==> src/rtl/vga_pkg.sv <==
// Shared VGA timing defaults (800x600@72), output flag bundle and width helpers
// used by the timing generator and its axis counters.
package vga_pkg;

    localparam int VGA_H_VISIBLE = 800;
    localparam int VGA_H_FP      = 56;
    localparam int VGA_H_SYNC    = 120;
    localparam int VGA_H_BP      = 64;
    localparam int VGA_V_VISIBLE = 600;
    localparam int VGA_V_FP      = 37;
    localparam int VGA_V_SYNC    = 6;
    localparam int VGA_V_BP      = 23;
    localparam int VGA_H_POL     = 0;
    localparam int VGA_V_POL     = 0;
    localparam int VGA_PIX_DIV   = 1;
    localparam int VGA_PREFETCH  = 16;

    typedef struct packed {
        logic hsync;
        logic vsync;
        logic blank;
        logic newline;
        logic frame;
        logic vblank;
        logic fetch;
    } vga_flags_t;

    // Bit width able to hold 0..n-1, never narrower than one bit.
    function automatic int vga_w(input int n);
        return (n > 1) ? $clog2(n) : 1;
    endfunction

    function automatic vga_flags_t vga_idle(input logic h_act, input logic v_act);
        vga_flags_t f;
        f       = '0;
        f.hsync = ~h_act;
        f.vsync = ~v_act;
        f.blank = 1'b1;
        return f;
    endfunction

endpackage

==> src/rtl/vga_axis_counter.sv <==
// One display axis: position counter with wrap, plus sync-window and visible-area
// decodes of the current count.
module vga_axis_counter
    import vga_pkg::*;
#(
    parameter int  VISIBLE = VGA_H_VISIBLE,
    parameter int  FP      = VGA_H_FP,
    parameter int  SYNC    = VGA_H_SYNC,
    parameter int  BP      = VGA_H_BP,
    localparam int TOTAL   = VISIBLE + FP + SYNC + BP,
    localparam int W       = vga_w(TOTAL)
) (
    input  logic         clk50,
    input  logic         rst,
    input  logic         clr,
    input  logic         adv,
    output logic [W-1:0] cnt,
    output logic         wrap,
    output logic         sync_act,
    output logic         visible
);

    always_ff @(posedge clk50 or negedge rst) begin
        if (!rst) begin
            cnt <= '0;
        end else if (clr) begin
            cnt <= '0;
        end else if (adv) begin
            cnt <= wrap ? '0 : cnt + 1'b1;
        end
    end

    assign wrap     = (int'(cnt) == TOTAL - 1);
    assign sync_act = (int'(cnt) >= VISIBLE + FP) && (int'(cnt) < VISIBLE + FP + SYNC);
    assign visible  = (int'(cnt) < VISIBLE);

endmodule

==> src/rtl/vga_timing_gen.sv <==
// VGA timing generator: pixel-tick divider, H/V axis counters and a registered
// decode stage producing mutually aligned sync, blank, position and pulse outputs.
module vga_timing_gen
    import vga_pkg::*;
#(
    parameter int  H_VISIBLE = VGA_H_VISIBLE,
    parameter int  H_FP      = VGA_H_FP,
    parameter int  H_SYNC    = VGA_H_SYNC,
    parameter int  H_BP      = VGA_H_BP,
    parameter int  V_VISIBLE = VGA_V_VISIBLE,
    parameter int  V_FP      = VGA_V_FP,
    parameter int  V_SYNC    = VGA_V_SYNC,
    parameter int  V_BP      = VGA_V_BP,
    parameter int  H_POL     = VGA_H_POL,
    parameter int  V_POL     = VGA_V_POL,
    parameter int  PIX_DIV   = VGA_PIX_DIV,
    parameter int  PREFETCH  = VGA_PREFETCH,
    localparam int H_TOTAL   = H_VISIBLE + H_FP + H_SYNC + H_BP,
    localparam int V_TOTAL   = V_VISIBLE + V_FP + V_SYNC + V_BP,
    localparam int HW        = vga_w(H_TOTAL),
    localparam int VW        = vga_w(V_TOTAL),
    localparam int FW        = vga_w(V_VISIBLE)
) (
    input  logic          clk50,
    input  logic          rst,
    input  logic          en,
    output logic          pix_ce,
    output logic          hsync_out,
    output logic          vsync_out,
    output logic          blank_out,
    output logic [HW-1:0] x_out,
    output logic [VW-1:0] y_out,
    output logic          newline_out,
    output logic          frame_out,
    output logic          vblank_irq,
    output logic          fetch_req,
    output logic [FW-1:0] fetch_line
);

    localparam int   DW    = vga_w(PIX_DIV);
    localparam logic H_ACT = (H_POL != 0);
    localparam logic V_ACT = (V_POL != 0);

    logic [DW-1:0] div_cnt;
    logic          tick;
    logic [HW-1:0] hcnt;
    logic [VW-1:0] vcnt;
    logic          h_wrap, h_sync_act, h_vis;
    logic          v_wrap, v_sync_act, v_vis;
    logic [VW-1:0] next_v;
    logic          fetch_hit;

    vga_flags_t    flags_p0, flags_p1;
    logic [HW-1:0] x_p0, x_p1;
    logic [VW-1:0] y_p0, y_p1;
    logic [FW-1:0] fl_p0, fl_p1;
    logic          vld_p1;

    // Stage p0: pixel-tick divider and axis counters
    assign tick = en && (div_cnt == DW'(PIX_DIV - 1));

    always_ff @(posedge clk50 or negedge rst) begin
        if (!rst) begin
            div_cnt <= '0;
        end else if (!en || tick) begin
            div_cnt <= '0;
        end else begin
            div_cnt <= div_cnt + 1'b1;
        end
    end

    vga_axis_counter #(
        .VISIBLE (H_VISIBLE),
        .FP      (H_FP),
        .SYNC    (H_SYNC),
        .BP      (H_BP)
    ) u_h (
        .clk50    (clk50),
        .rst      (rst),
        .clr      (!en),
        .adv      (tick),
        .cnt      (hcnt),
        .wrap     (h_wrap),
        .sync_act (h_sync_act),
        .visible  (h_vis)
    );

    vga_axis_counter #(
        .VISIBLE (V_VISIBLE),
        .FP      (V_FP),
        .SYNC    (V_SYNC),
        .BP      (V_BP)
    ) u_v (
        .clk50    (clk50),
        .rst      (rst),
        .clr      (!en),
        .adv      (tick && h_wrap),
        .cnt      (vcnt),
        .wrap     (v_wrap),
        .sync_act (v_sync_act),
        .visible  (v_vis)
    );

    // The line being prefetched is the one after the current line, wrapping at frame end.
    assign next_v    = v_wrap ? '0 : vcnt + 1'b1;
    assign fetch_hit = (int'(hcnt) == H_TOTAL - PREFETCH) && (int'(next_v) < V_VISIBLE);

    always_comb begin
        flags_p0 = vga_idle(H_ACT, V_ACT);
        x_p0     = '0;
        y_p0     = '0;
        fl_p0    = '0;
        if (en) begin
            flags_p0.hsync   = h_sync_act ? H_ACT : ~H_ACT;
            flags_p0.vsync   = v_sync_act ? V_ACT : ~V_ACT;
            flags_p0.blank   = !(h_vis && v_vis);
            flags_p0.newline = (hcnt == '0);
            flags_p0.frame   = (hcnt == '0) && (vcnt == '0);
            flags_p0.vblank  = (hcnt == '0) && (int'(vcnt) == V_VISIBLE);
            flags_p0.fetch   = fetch_hit;
            x_p0             = hcnt;
            y_p0             = vcnt;
            fl_p0            = fetch_hit ? FW'(next_v) : '0;
        end
    end

    // Stage p1: decodes held for a whole pixel period, cleared at once when en drops
    always_ff @(posedge clk50 or negedge rst) begin
        if (!rst) begin
            flags_p1 <= vga_idle(H_ACT, V_ACT);
            x_p1     <= '0;
            y_p1     <= '0;
            fl_p1    <= '0;
            vld_p1   <= 1'b0;
        end else begin
            vld_p1 <= tick;
            if (!en || tick) begin
                flags_p1 <= flags_p0;
                x_p1     <= x_p0;
                y_p1     <= y_p0;
                fl_p1    <= fl_p0;
            end
        end
    end

    assign pix_ce      = vld_p1;
    assign hsync_out   = flags_p1.hsync;
    assign vsync_out   = flags_p1.vsync;
    assign blank_out   = flags_p1.blank;
    assign newline_out = flags_p1.newline;
    assign frame_out   = flags_p1.frame;
    assign vblank_irq  = flags_p1.vblank;
    assign fetch_req   = flags_p1.fetch;
    assign x_out       = x_p1;
    assign y_out       = y_p1;
    assign fetch_line  = fl_p1;

endmodule

==> config.mk <==
export PLATFORM = sky130hd
export DESIGN_NAME = vga_timing_gen
export DESIGN_NICKNAME = d
export VERILOG_FILES = /design/src/rtl/vga_pkg.sv /design/src/rtl/vga_axis_counter.sv /design/src/rtl/vga_timing_gen.sv
export SDC_FILE = /design/constraint.sdc
export NUM_CORES = 1
export LEC_CHECK = 0
export ABC_CLOCK_PERIOD_IN_PS = 3900
export BUFFER_PORTS_ARGS = -buffer_cell sky130_fd_sc_hd__buf_2
export CAP_MARGIN = 40
export CORE_MARGIN = 4
export CORE_UTILIZATION = 37
export CTS_BUF_LIST = sky130_fd_sc_hd__clkbuf_16
export DETAILED_ROUTE_END_ITERATION = 8
export PLACE_DENSITY_LB_ADDON = 0.08
export SETUP_SLACK_MARGIN = 0.02
export SLEW_MARGIN = 20
export SYNTH_ARGS = -nofsm -noshare
export SYNTH_HDL_FRONTEND = slang
export SYNTH_SLANG_ARGS = --single-unit
==> constraint.sdc <==
create_clock -name clk50 -period 3.9 [get_ports clk50]
set_clock_uncertainty 0.05 [all_clocks]
set_input_delay 0.195 -clock clk50 [delete_from_list [all_inputs] [get_ports clk50]]
set_output_delay 0.195 -clock clk50 [all_outputs]
set_load 0.005 [all_outputs]
; ---- Word level (Yosys, flattened, before mapping)
; Index checks and enable logic that the tools add are counted.
[totals]
word_cells = 58
reg_bits = 61
[classes]
eq_ne = 6
reduce_logical = 13
bitwise_logic = 1
order_cmp = 7
n_addsub = 3
muxes = 14
[ops]
columns = cell, n
row1 = two-way mux 10 bit, 6
row2 = two-way mux 11 bit, 4
row3 = "< comparator 10 bit, second input constant", 3
row4 = "== test 11 bit, second input constant", 2
row5 = "< comparator 11 x 10 -> 1 bit, second input constant", 2
row6 = "== test 10 bit, second input constant", 2
row7 = "adder 11 x 1 -> 11 bit, second input constant", 1
row8 = "greater-or-equal comparator 11 x 10 -> 1 bit, second input constant", 1
row9 = logical NOT 11 bit, 1
row10 = "adder 10 x 1 -> 10 bit, second input constant", 1
row11 = "greater-or-equal comparator 10 bit, second input constant", 1
row12 = logical NOT 10 bit, 1
row13 = logical AND 1 bit, 8
row14 = two-way mux 7 bit, 1
row15 = "!= test 2 x 1 -> 1 bit, second input constant", 2
row16 = two-way mux 1 bit, 3
row17 = logical NOT 1 bit, 2
row18 = "adder 1 bit, second input constant", 1
row19 = logical OR 1 bit, 1
row20 = inverter 1 bit, 1

; ---- Longest topological paths before layout
[depth]
word_depth = 6
depth_mapped = 8
mapped_depth_nobuf = 7

; ---- Modules after synthesis
; A second synthesis with hierarchy kept.
[hier_totals]
hier_cells = 348
area_unflattened_um2 = 3395.8
[by_module_without_submodules]
columns = mod, instances, area_each_um2, seq_area_each_um2, cells_per_inst
row1 = vga_timing_gen, 1, 2062.0, 1004.7, 204
row2 = vga_axis_counter at u_v, 1, 679.4, 250.2, 71
row3 = vga_axis_counter at u_h, 1, 654.4, 275.3, 73

; ---- Worst setup path before layout
; No wires, ideal clock.
[synth_path]
kind = register to register
from = reg u_h.cnt[7]
to = reg u_v.cnt[2]
setup_ns = 0.065
stages_incl_launch_ff = 8
t_arrival_ns = 1.935
period_less_slack_ns = 2.049
path_buffers = 1
path_slack_ns = 1.851
path_cell_list = dfrtp_1 -> nor4_2 -> nand3_2 -> or4b_1 -> buf_2 -> nand2b_4 -> nor3b_2 -> a21o_1
[synth_via]
elab_chain_cells = 3
[synth_lines]
columns = item, line_no
row1 = "start, declared", vga_axis_counter.sv:17  ; output logic [W-1:0] cnt,
row2 = "start signal, assigned", vga_axis_counter.sv:29  ; cnt <= wrap ? '0 : cnt + 1'b1;
row3 = == test 11 bit, vga_axis_counter.sv:33  ; assign wrap = (int'(cnt) == TOTAL - 1);
row4 = logical AND 1 bit, vga_timing_gen.sv:97  ; .adv (tick && h_wrap),
row5 = != test 2 x 1 -> 1 bit (no line), -
row6 = "end signal, assigned", vga_axis_counter.sv:29
row7 = "end, declared", vga_axis_counter.sv:17
; No other way between the ends.
; A chain may end at the register's enable or synchronous reset.

; ---- Final worst setup path
; Same ends and word-level chain as after synthesis.

==> impl_results.md <==
* Final Core Density at 45.3%
* Cell Pwr Density at just over 400 nW/um^2
* Req. time, crit path at 4110 ps
* Seq pwr share at 42.2%
* Drt via density at 5.10
* # hold bufs at CTS at 1
* Pre-CTS WS at 1450 ps
* Die W at between 90 and 100 um
* Total CTS buffers at 9
* Drt wl/cell at 15.9 um
* Setup ws final at roughly 1500 ps
* # Max-Cap Violations at 0
* Share of cells above drive strength 1 at 18.8%
* I/O Buffers at 41
* Post-route setup TNS at 0 ps
* Via count at 2375
* Final period util at 62.6%
* Fraction of the mapped netlist area in adder cells at 2.44%
* Worst-path clk slew at 50 ps
* Max Clock Freq at between 400 and 500 MHz
* NetSw at 317 uW
* CP Capture Type: register
* GP Congestion at ~0.81
* Initial DRC count at 129
* Initial antenna violation count at 0
* Synthesis-stage register bit count at ~60
* Clk sinks at 61
* CP Launch Type: register
* Total length of routed wires at 7420 um
* TritonCTS clock tree: built
* DRT Pass-1 Iters at 4
* Mapped Area at between 3000 and 4000 sq um
* Register area share after synthesis at 49.7%
* Post-DP HPWL at 5050 um
* Maximum buffer depth of the clock tree at 2
* Ys flop type: dfrtp_1
* # Post-CTS Setup Buffers at 0
* Library cells used by synthesis at 48
* Tmin final at 2440 ps
* Initial Util at 37.7%
* Total gr overflow at 0
* Status: completed
* Vias in the first global route at 2355
* Die span in y at 99.2 um
* Post-synth ARST share at 100%
* Avg Synthesized Cell Area at approximately 9.7 sq um
* Synth Area in Simple Gates at 23.6%
* Synth Area in XOR/XNOR at 2.84%
* Root Buffer: clkbuf_16
* CP Max Fanout at 14
* Resized Gates After CTS at 0
* Worst reg2reg setup slack at 1460 ps
* Gr usage total at between 10% and 20%
* Sw Ratio at 20.7%
* Largest net degree at the start of global routing at 38
* Compound-Gate Fraction of Synth Area at 10.8%
* Synthesis Warnings at 0
* P_int at roughly 1200 uW
* Detail Route Antenna Nets at 0
* Combinational share of power at under 10%
* Number of synthesized flops with an enable pin at 0
* Mux cell area share after synthesis at 6.83%
* Setup CP Type: register to register
* DRC at 0
* Clock share of power at 53.6%
* Worst VDD drop at 211 uV
* Die footprint at 9850 sq um
* Synth-to-layout area growth at 20.2%
* Setup-failing EPs final at 0
* Post-Synthesis Cells at around 320
* Core area at 8180 sq um
* Worst-Margin Slew at 622 ps
* Worst EP arrival at around 2700 ps
* Top Ports at 42
* First-pass GRT wire length at 12700 um
* Final hold vios at 0
* H-Tree Depth at 3
* Clk Latency, worst-skew pair at 320 ps
* Leak at around 0.0018 uW
* Syn_nets at between 300 and 400
* Final nets at around 370
* RSZ-0062 raised after global routing: false
* Final Max Slew Viols at 0
* Filler cells at 813
* Combinational family with the most area after synthesis: simple AND/OR/NAND/NOR gates
* Tot Pwr at about 1500 uW
* N_diodes at 0
* Worst slew margin at 58.1%
* Row Count at 33
* Worst Hold Class: primary input to async pin
## synth_stat cells, types with 3 or more instances
| library cell | count | area, sq um |
|---|---|---|
| xor2_1 | 4 | 35.0 |
| nor3_1 | 8 | 40.0 |
| nand2_1 | 35 | 131 |
| buf_2 | 3 | 15.0 |
| and2_1 | 3 | 18.8 |
| mux2i_1 | 21 | 210 |
| and3_1 | 4 | 25.0 |
| o21ai_0 | 38 | 190 |
| nand3b_1 | 3 | 22.5 |
| nor2_1 | 15 | 56.3 |
| nand3_1 | 20 | 100 |
| nor2b_1 | 26 | 163 |
| xnor2_1 | 6 | 52.6 |
| inv_1 | 7 | 26.3 |
| nand4_1 | 3 | 18.8 |
| clkbuf_1 | 11 | 41.3 |
| dfrtp_1 | 58 | 1450 |
| dfstp_2 | 3 | 78.8 |
| nand2b_1 | 5 | 31.3 |
| ha_1 | 6 | 75.1 |
| a21o_1 | 3 | 22.5 |
| buf_1 | 5 | 18.8 |
## placed cells by master, fill, tap and decap left out, types with 2 or more instances in the layout
| master | count |
|---|---|
| bufinv_16 | 2 |
| nor2_1 | 15 |
| buf_2 | 42 |
| a31o_2 | 2 |
| clkbuf_16 | 9 |
| a21oi_1 | 2 |
| and3_1 | 4 |
| clkinv_1 | 2 |
| nand3_1 | 20 |
| xor2_1 | 4 |
| a21o_1 | 3 |
| mux2i_1 | 21 |
| ha_1 | 6 |
| nand2_1 | 35 |
| nand2b_1 | 5 |
| nor4_1 | 2 |
| nand4_1 | 3 |
| a21boi_0 | 2 |
| nor3_1 | 8 |
| and2_1 | 3 |
| o21ai_0 | 38 |
| nand3b_1 | 3 |
| nor2b_1 | 26 |
| buf_4 | 2 |
| inv_1 | 9 |
| xnor2_1 | 6 |
| o21ai_1 | 2 |
| dfrtp_1 | 58 |
| dfstp_2 | 3 |
## cell families after synthesis
logic type | after synthesis
multiplexers | 21
buffers and inverters | 27
other | 1
AO/OA/AOI/OAI | 57
XOR/XNOR | 10
flip-flops | 61
adder cells (fa/ha/maj) | 6
AND/OR/NAND/NOR | 135
## stage by stage
| stage | std cells | hold WS [ps] | cell area [sq um] |
|---|---|---|---|
| after floorplan | 318 | -151 | 3080 |
| after global placement | 446 | 381 | 3340 |
| after detailed placement | 449 | 162 | 3380 |
| after CTS | 466 | 342 | 3700 |
| after global routing | 466 | 380 | 3700 |
| final | 466 | 339 | 3700 |
## critical path: stages, from the launching register on
cell and delay [ps]:
dfrtp_1 450, nor4_2 380, nand3_2 170, or4b_1 790, nand2b_4 280, o21ai_1 140, a21o_1 130
## registers in the layout, indices dropped and copies added (netlist names), 10 cells and up
| signal | cells |
|---|---|
| u_v.cnt | 10 |
| x_out | 11 |
| y_out | 10 |
| fetch_line | 10 |
| u_h.cnt | 11 |
## worst paths after layout
path                       startpoint    endpoint  depth (start not counted)
setup / recovery           u_h.cnt[7]  u_v.cnt[2]                          6
hold / removal                    rst    x_out[9]                          2
setup reg to reg           u_h.cnt[7]  u_v.cnt[2]                          6
hold reg to reg             frame_out   frame_out                          2
max in group asynchronous         rst    y_out[8]                          4
min in group clk50                 en   blank_out                          2
## power groups by stage
| stage | clock, uW | sequential, uW | combinational [uW] |
|---|---|---|---|
| global route | 877 | 647 | 72.9 |
| global placement | 0 | 656 | 60.9 |
| floorplan | 0 | 656 | 33.1 |
| finish | 820 | 646 | 64.1 |
| CTS | 843 | 646 | 66.3 |
| detailed placement | 0 | 657 | 65.4 |
## area by class of cell
cell class | instances | area, sq um | area share, %
Multi-Input combinational cell | 230 | 1440 | 38.8
Inverter | 7 | 26.3 | 0.710
Tap cell | 105 | 131 | 3.55
Clock inverter | 7 | 82.6 | 2.23
Clock buffer | 9 | 225 | 6.08
Timing Repair Buffer | 47 | 270 | 7.30
Sequential cell | 61 | 1530 | 41.3
## metal layers
metal	share of wire (%)	wire, um	vias up	global-route usage, %
met5	0	0	-	0
met4	1.3	99	0	7.04
met3	4.9	363	9	3.51
met2	41	3070	62	21.7
met1	52	3890	1126	25.0
li1	-	-	1178	-
Note: power is estimated with default switching activity, not from simulation.
